--- src/rtl/load_unit_pkg.sv ---
// rtl/load_unit_pkg.sv - shared memory-op encodings, bus sizes and load FSM state type
package load_unit_pkg;

  // Memory operation codes; loads and stores share one encoding space
  typedef enum logic [3:0] {
    MEM_NONE = 4'd0,
    MEM_LB   = 4'd1,
    MEM_LBU  = 4'd2,
    MEM_LH   = 4'd3,
    MEM_LHU  = 4'd4,
    MEM_LW   = 4'd5,
    MEM_SB   = 4'd6,
    MEM_SH   = 4'd7,
    MEM_SW   = 4'd8
  } mem_t;

  // Access size presented on the data bus
  typedef enum logic [1:0] {
    MSIZE1 = 2'd0,
    MSIZE2 = 2'd1,
    MSIZE4 = 2'd2
  } msize_t;

  // Load unit controller states
  typedef enum logic [2:0] {
    ST_IDLE  = 3'd0,
    ST_ADDR  = 3'd1,
    ST_DATA  = 3'd2,
    ST_HOLD  = 3'd3,
    ST_DRAIN = 3'd4
  } load_state_t;

  function automatic logic is_load(input mem_t t);
    return (t == MEM_LB) || (t == MEM_LBU) || (t == MEM_LH) ||
           (t == MEM_LHU) || (t == MEM_LW);
  endfunction

  function automatic msize_t load_size(input mem_t t);
    case (t)
      MEM_LB, MEM_LBU: return MSIZE1;
      MEM_LH, MEM_LHU: return MSIZE2;
      default:         return MSIZE4;
    endcase
  endfunction

  // Halfwords must be 2-byte aligned, words 4-byte aligned
  function automatic logic is_misaligned(input mem_t t, input logic [1:0] lo);
    case (t)
      MEM_LH, MEM_LHU: return lo[0];
      MEM_LW:          return lo != 2'b00;
      default:         return 1'b0;
    endcase
  endfunction

endpackage

--- src/rtl/load_unit_if.sv ---
// rtl/load_unit_if.sv - load request, data bus and result signals of the load unit
interface load_unit_if #(
  parameter int ADDR_W = 32,
  parameter int DATA_W = 32
);
  import load_unit_pkg::*;

  // memory stage request
  logic              ld_valid;
  logic              ld_ready;
  logic [ADDR_W-1:0] ld_addr;
  mem_t              ld_type;

  // data bus request / response
  logic              dreq_valid;
  logic [ADDR_W-1:0] dreq_addr;
  msize_t            dreq_size;
  logic              dresp_addr_ok;
  logic              dresp_data_ok;
  logic [DATA_W-1:0] dresp_data;

  // load result towards the pipeline
  logic              rd_valid;
  logic              rd_ready;
  logic [DATA_W-1:0] rd_data;
  logic              rd_err;

  // Environment side: memory stage, data bus and result consumer
  modport master (
    output ld_valid, ld_addr, ld_type,
    output dresp_addr_ok, dresp_data_ok, dresp_data,
    output rd_ready,
    input  ld_ready, dreq_valid, dreq_addr, dreq_size,
    input  rd_valid, rd_data, rd_err
  );

  // Load unit side
  modport slave (
    input  ld_valid, ld_addr, ld_type,
    input  dresp_addr_ok, dresp_data_ok, dresp_data,
    input  rd_ready,
    output ld_ready, dreq_valid, dreq_addr, dreq_size,
    output rd_valid, rd_data, rd_err
  );

endinterface

--- src/rtl/load_unit_extract.sv ---
// rtl/load_unit_extract.sv - load_extract: selects and extends the addressed byte/halfword of a word lane
module load_extract
  import load_unit_pkg::*;
(
  input  logic [1:0]  addr_lo,
  input  mem_t        mem_type,
  input  logic [31:0] word,
  output logic [31:0] data
);

  logic [7:0]  byte_sel;
  logic [15:0] half_sel;

  // Lane select followed by sign/zero extension; halfword uses addr[1] only
  always_comb begin
    byte_sel = word[7:0];
    case (addr_lo)
      2'd0: byte_sel = word[7:0];
      2'd1: byte_sel = word[15:8];
      2'd2: byte_sel = word[23:16];
      2'd3: byte_sel = word[31:24];
      default: byte_sel = word[7:0];
    endcase
    half_sel = addr_lo[1] ? word[31:16] : word[15:0];
    data = '0;
    case (mem_type)
      MEM_LB:  data = {{24{byte_sel[7]}}, byte_sel};
      MEM_LBU: data = {24'd0, byte_sel};
      MEM_LH:  data = {{16{half_sel[15]}}, half_sel};
      MEM_LHU: data = {16'd0, half_sel};
      MEM_LW:  data = word;
      default: data = '0;
    endcase
  end

endmodule

--- src/rtl/load_unit.sv ---
// rtl/load_unit.sv - single-outstanding load unit (optional LOAD_MISALIGN_CHECK_EN address check)
module load_unit
  import load_unit_pkg::*;
#(
  parameter int DATA_W = 32,
  parameter int ADDR_W = 32
) (
  input logic        clk,
  input logic        reset,
  input logic        flush,
  load_unit_if.slave bus
);

  load_state_t       state;
  logic [ADDR_W-1:0] addr_q;
  mem_t              type_q;
  logic              ld_ready_q;
  logic              dreq_valid_q;
  logic              rd_valid_q;
  logic              rd_err_q;
  logic [DATA_W-1:0] rd_data_q;
  logic [DATA_W-1:0] ext_data;
  logic              accept;
  logic              misalign;

  load_extract u_extract (
    .addr_lo  (addr_q[1:0]),
    .mem_type (type_q),
    .word     (bus.dresp_data),
    .data     (ext_data)
  );

  assign accept = bus.ld_valid && is_load(bus.ld_type) && !flush;

`ifdef LOAD_MISALIGN_CHECK_EN
  assign misalign = is_misaligned(bus.ld_type, bus.ld_addr[1:0]);
`else
  assign misalign = 1'b0;
`endif

  assign bus.ld_ready   = ld_ready_q;
  assign bus.dreq_valid = dreq_valid_q;
  assign bus.dreq_addr  = addr_q;
  assign bus.dreq_size  = load_size(type_q);
  assign bus.rd_valid   = rd_valid_q;
  assign bus.rd_data    = rd_data_q;
  assign bus.rd_err     = rd_err_q;

  // Load controller: request issue, response capture, result hold and flush draining
  always_ff @(posedge clk) begin
    if (reset) begin
      state        <= ST_IDLE;
      addr_q       <= '0;
      type_q       <= MEM_NONE;
      ld_ready_q   <= 1'b1;
      dreq_valid_q <= 1'b0;
      rd_valid_q   <= 1'b0;
      rd_err_q     <= 1'b0;
      rd_data_q    <= '0;
    end else begin
      case (state)
        ST_IDLE: begin
          if (accept) begin
            addr_q     <= bus.ld_addr;
            type_q     <= bus.ld_type;
            ld_ready_q <= 1'b0;
            if (misalign) begin
              state      <= ST_HOLD;
              rd_valid_q <= 1'b1;
              rd_err_q   <= 1'b1;
              rd_data_q  <= '0;
            end else begin
              state        <= ST_ADDR;
              dreq_valid_q <= 1'b1;
            end
          end
        end
        ST_ADDR: begin
          if (flush) begin
            dreq_valid_q <= 1'b0;
            if (bus.dresp_addr_ok && !bus.dresp_data_ok) begin
              // address already taken by the bus: its data must still be absorbed
              state <= ST_DRAIN;
            end else begin
              state      <= ST_IDLE;
              ld_ready_q <= 1'b1;
            end
          end else if (bus.dresp_addr_ok) begin
            dreq_valid_q <= 1'b0;
            if (bus.dresp_data_ok) begin
              state      <= ST_HOLD;
              rd_valid_q <= 1'b1;
              rd_err_q   <= 1'b0;
              rd_data_q  <= ext_data;
            end else begin
              state <= ST_DATA;
            end
          end
        end
        ST_DATA: begin
          if (bus.dresp_data_ok) begin
            if (flush) begin
              state      <= ST_IDLE;
              ld_ready_q <= 1'b1;
            end else begin
              state      <= ST_HOLD;
              rd_valid_q <= 1'b1;
              rd_err_q   <= 1'b0;
              rd_data_q  <= ext_data;
            end
          end else if (flush) begin
            state <= ST_DRAIN;
          end
        end
        ST_HOLD: begin
          if (flush || bus.rd_ready) begin
            state      <= ST_IDLE;
            ld_ready_q <= 1'b1;
            rd_valid_q <= 1'b0;
            rd_err_q   <= 1'b0;
          end
        end
        ST_DRAIN: begin
          if (bus.dresp_data_ok) begin
            state      <= ST_IDLE;
            ld_ready_q <= 1'b1;
          end
        end
        default: begin
          state        <= ST_IDLE;
          ld_ready_q   <= 1'b1;
          dreq_valid_q <= 1'b0;
          rd_valid_q   <= 1'b0;
          rd_err_q     <= 1'b0;
        end
      endcase
    end
  end

endmodule

--- src/flat_wrapper.sv ---
// flat-port wrapper written by rule: the top's interface ports become plain ports
module load_unit_flat import load_unit_pkg::*;
#(
  parameter int DATA_W = 32,
  parameter int ADDR_W = 32
)
  (clk, reset, flush, bus_ld_valid, bus_ld_addr, bus_ld_type, bus_dresp_addr_ok, bus_dresp_data_ok, bus_dresp_data, bus_rd_ready, bus_ld_ready, bus_dreq_valid, bus_dreq_addr, bus_dreq_size, bus_rd_valid, bus_rd_data, bus_rd_err);
  load_unit_if #(.ADDR_W(ADDR_W), .DATA_W(DATA_W)) bus_i ();
  input logic clk;
  input logic reset;
  input logic flush;
  input wire logic [$bits(bus_i.ld_valid)-1:0] bus_ld_valid;
  input wire logic [$bits(bus_i.ld_addr)-1:0] bus_ld_addr;
  input wire logic [$bits(bus_i.ld_type)-1:0] bus_ld_type;
  input wire logic [$bits(bus_i.dresp_addr_ok)-1:0] bus_dresp_addr_ok;
  input wire logic [$bits(bus_i.dresp_data_ok)-1:0] bus_dresp_data_ok;
  input wire logic [$bits(bus_i.dresp_data)-1:0] bus_dresp_data;
  input wire logic [$bits(bus_i.rd_ready)-1:0] bus_rd_ready;
  output wire logic [$bits(bus_i.ld_ready)-1:0] bus_ld_ready;
  output wire logic [$bits(bus_i.dreq_valid)-1:0] bus_dreq_valid;
  output wire logic [$bits(bus_i.dreq_addr)-1:0] bus_dreq_addr;
  output wire logic [$bits(bus_i.dreq_size)-1:0] bus_dreq_size;
  output wire logic [$bits(bus_i.rd_valid)-1:0] bus_rd_valid;
  output wire logic [$bits(bus_i.rd_data)-1:0] bus_rd_data;
  output wire logic [$bits(bus_i.rd_err)-1:0] bus_rd_err;
  assign bus_i.ld_valid = bus_ld_valid;
  assign bus_i.ld_addr = bus_ld_addr;
  assign bus_i.ld_type = bus_ld_type;
  assign bus_i.dresp_addr_ok = bus_dresp_addr_ok;
  assign bus_i.dresp_data_ok = bus_dresp_data_ok;
  assign bus_i.dresp_data = bus_dresp_data;
  assign bus_i.rd_ready = bus_rd_ready;
  assign bus_ld_ready = bus_i.ld_ready;
  assign bus_dreq_valid = bus_i.dreq_valid;
  assign bus_dreq_addr = bus_i.dreq_addr;
  assign bus_dreq_size = bus_i.dreq_size;
  assign bus_rd_valid = bus_i.rd_valid;
  assign bus_rd_data = bus_i.rd_data;
  assign bus_rd_err = bus_i.rd_err;
  load_unit #(.DATA_W(DATA_W), .ADDR_W(ADDR_W)) u_core (.clk(clk), .reset(reset), .flush(flush), .bus(bus_i));
endmodule
--- config.mk ---
export PLATFORM = sky130hd
export DESIGN_NAME = load_unit_flat
export DESIGN_NICKNAME = d
export VERILOG_FILES = /design/src/rtl/load_unit_pkg.sv /design/src/rtl/load_unit_if.sv /design/src/rtl/load_unit_extract.sv /design/src/rtl/load_unit.sv /design/src/flat_wrapper.sv
export SDC_FILE = /design/constraint.sdc
export NUM_CORES = 1
export LEC_CHECK = 0
export BUFFER_PORTS_ARGS = -buffer_cell sky130_fd_sc_hd__buf_2
export CAP_MARGIN = 20
export CORE_UTILIZATION = 40
export CTS_CLUSTER_DIAMETER = 120
export DETAILED_ROUTE_END_ITERATION = 8
export GPL_TIMING_DRIVEN = 0
export PLACE_DENSITY = 0.67
export RECOVER_POWER = 100
export SLEW_MARGIN = 40
export SYNTH_ARGS = -nofsm -noshare
export SYNTH_HDL_FRONTEND = slang
export SYNTH_SLANG_ARGS = --single-unit
--- constraint.sdc ---
create_clock -name clk -period 2.2 [get_ports clk]
set_input_delay 0.11 -clock clk [delete_from_list [all_inputs] [get_ports clk]]
set_output_delay 0.11 -clock clk [all_outputs]
set_load 0.01 [all_outputs]
==> qor.yml <==
outcome: "finished, final reports clean"
routed_wl_um: 10290
crit_arrival_ns: 2.34
synth_xor_area_frac: 0.002491
global_route.usage.total: 0.2370
root_buffer: "clkbuf_8"
hold_viol_final: 0
holdWs_ns: 0.01138
fin_crit_sh: 0.9378
synth.avg_cell_area_um2: 8.992
grt-ovfl-total: 0
final.setup.tns_ns: 0
stdcell_area_um2: 4679
period_needed_ns: 2.063
final_layout_size_suffix_gt1_frac: 0.2400
grt_pass1_vias: 3617
die_area_um2: 9169
slew_violations: 0
clk_pin_slew_ns: 0.08
post_drt_via_cell_ratio: 5.349
grt_pass1_wl_um: 16770
ant_nets: 0
drcViolationCount: 0
gp_congestion: 0.8154
firstDrtPassIters: 4
setup_violations: 0
port_buffers: 140
crit_fanout: 10
syn-cell-area_um2: 3516
placed_cell_area_um2: 4348
synth-edff-count: 0
worstSetupPathType: "flip-flop to flip-flop"
end_kind: "flip-flop"
synth_top_area_share: 0.4214
post-place-ws_ns: 0.03514
synth_fa_ha_area_frac: 0.002847
die_y_um: 95.76
synth_top_cells_by_area: "dfxtp_1 42%, nand2_1 8.4%, a21oi_1 6.8%, o2bb2ai_2 4.3%, a221oi_1 4.0%"
yosysWarnings: 0
synth_compound_area_frac: 0.2843
slew_headroom: 0.5991
row_count: 33
io_pins: 145
die_w_um: 95.76
synth-seq-cells: 74
r2r_slack_ns: 0.14
worst_pin_slew_ns: 0.5980
ctsHtreeMaxLevel: 3
syn_inst: 391
layout.nets: 645
core_um2: 8341
grt_setup_unrepaired: "false"
grt_max_degree: 14
clock_sinks: 74
synth_cell_types: 52
syn-num-nets: 466
cts_tree: "yes"
clk_latency_ns: 0.36
fmax_mhz: 484.7
leakage_nw: 1.643
synth_flop_cell: "dfxtp_1"
hp-class: "input port to flip-flop"
synth_common_cells: "79 x nand2_1, 74 x dfxtp_1, 48 x a21oi_1, 19 x nor2_1"
setup_slack_ns: 0.1367
syn2layout_area_growth_pct: 33.10
async_reset_ff_frac: 0
powerDensity_nw_per_um2: 627.5
antenna_found_initial: 0
cts_inserted_buffers: 9
yosys.area.top_type: "dfxtp_1"
synthMuxAreaShare: 0.05979
post_cts_buffers: 0
ys_seq_area_frac: 0.4214
maxCapViolCount: 0
drt_iter0_drc: 204
startpoint_type: "flip-flop"
clk_path_buf_depth: 2
synth-simple-area-share: 0.1715
num_vias: 3637
diodes: 0
avgRoutedWirePerCell_um: 15.13
start_util: 0.4215
dpl.hpwl_um: 7422
crit_required_ns: 2.48
synth_most_common_cell: "nand2_1"
vdd.ir_drop.worst_mv: 0.2962
fin_skew_ns: 0.01415
synth_top_family_by_area: "compound AO/OA/AOI/OAI gates"
layer usage:
layer / share of wire / routed length (um) / track usage / vias up
met3: 0.075 / 770 / 0.06161 / 10
met2: 0.48 / 4895 / 0.4042 / 136
met5: 0 / 0 / 0 / -
met4: 0.0094 / 97 / 0.07338 / 0
met1: 0.44 / 4523 / 0.2921 / 1715
li1: - / - / - / 1776
worst max-delay path: stages, from the launching register on:
cell	delay (ns)
dfxtp_1	0.31
buf_4	0.14
or3b_1	0.38
a21oi_1	0.40
and2_2	0.28
buf_6	0.16
a221oi_1	0.11
a211oi_2	0.22
stage by stage:
step	std cells	total power (W)	util
final	680	0.002936	0.5611
after global routing	680	0.003086	0.5611
after CTS	679	0.002961	0.5770
after detailed placement	636	0.001900	0.5213
after global placement	636	0.001892	0.5213
after floorplan	391	0.001720	-
cell usage in the layout, fill, tap and decap left out, types with 2 or more instances in the layout:
cell type      instances
a2111oi_0              2
a211oi_1               4
a211oi_2               3
a21oi_1               49
a21oi_2               11
a221o_1                2
a221oi_1              16
a31oi_1                3
buf_2                 81
buf_4                  4
buf_6                  2
clkbuf_1              85
clkbuf_2               2
clkbuf_8               9
clkinv_2               3
clkinv_4               2
dfxtp_1               74
dlygate4sd3_1         28
inv_1                  5
mux2_2                 4
mux2i_1                3
mux4_2                 6
nand2_1               79
nand2b_1               3
nor2_1                17
nor2_2                 2
nor2b_1                8
nor3_1                 4
nor3b_1                2
nor4b_1                2
o21ai_0                6
o2bb2ai_1             24
or3_1                  4
sequential cells by signal (all words and copies together), names as in the netlist:
signal	count
u_core.bus.rd_valid	1
u_core.bus.rd_data	32
u_core.bus.ld_ready	1
u_core.bus.dreq_addr	32
u_core.type_q	4
u_core.bus.dreq_valid	1
u_core.state	3
layout make-up:
cell class	instances	area (um2)
fill	788	3661
buffer	35	178.9
clock inverter	7	70.07
timing repair buffer	168	895.9
inverter	6	22.52
tap	105	131.4
clock buffer	9	123.9
multi-input combinational	276	1775
sequential	74	1481
power breakdown:
| part | switching [W] | leakage [nW] | internal [W] | total, W |
|---|---|---|---|---|
| sequential | 0.0000267 | 0.598 | 0.00138 | 0.00141 |
| combinational | 0.000276 | 0.946 | 0.000222 | 0.000498 |
| clock | 0.000511 | 0.0990 | 0.000521 | 0.00103 |
| total | 0.000813 | 1.64 | 0.00212 | 0.00294 |
cell families after synthesis:
group           count (synthesis)
buf+inv                        41
simple gates                  132
fa+ha+maj                       1
mux                            13
compound gates                128
xor+xnor                        1
flops                          74
other cells                     1
repair_timing:
action	CTS	global route
endpoints found under the hold margin	27	1
setup endpoints to repair	0	58
gates resized for setup	0	6
hold buffers	27	1
path summary, 6_finish.rpt:
| kind | from | to | depth (start not counted) |
|---|---|---|---|
| setup / recovery | u_core.type_q[2] | u_core.bus.rd_data[5] | 7 |
| hold / removal | bus_ld_addr[19] | u_core.bus.dreq_addr[19] | 3 |
| setup reg to reg | u_core.type_q[2] | u_core.bus.rd_data[5] | 7 |
| hold reg to reg | u_core.bus.dreq_addr[7] | u_core.bus.dreq_addr[7] | 2 |
No activity file was read; power rests on OpenSTA's default activity.
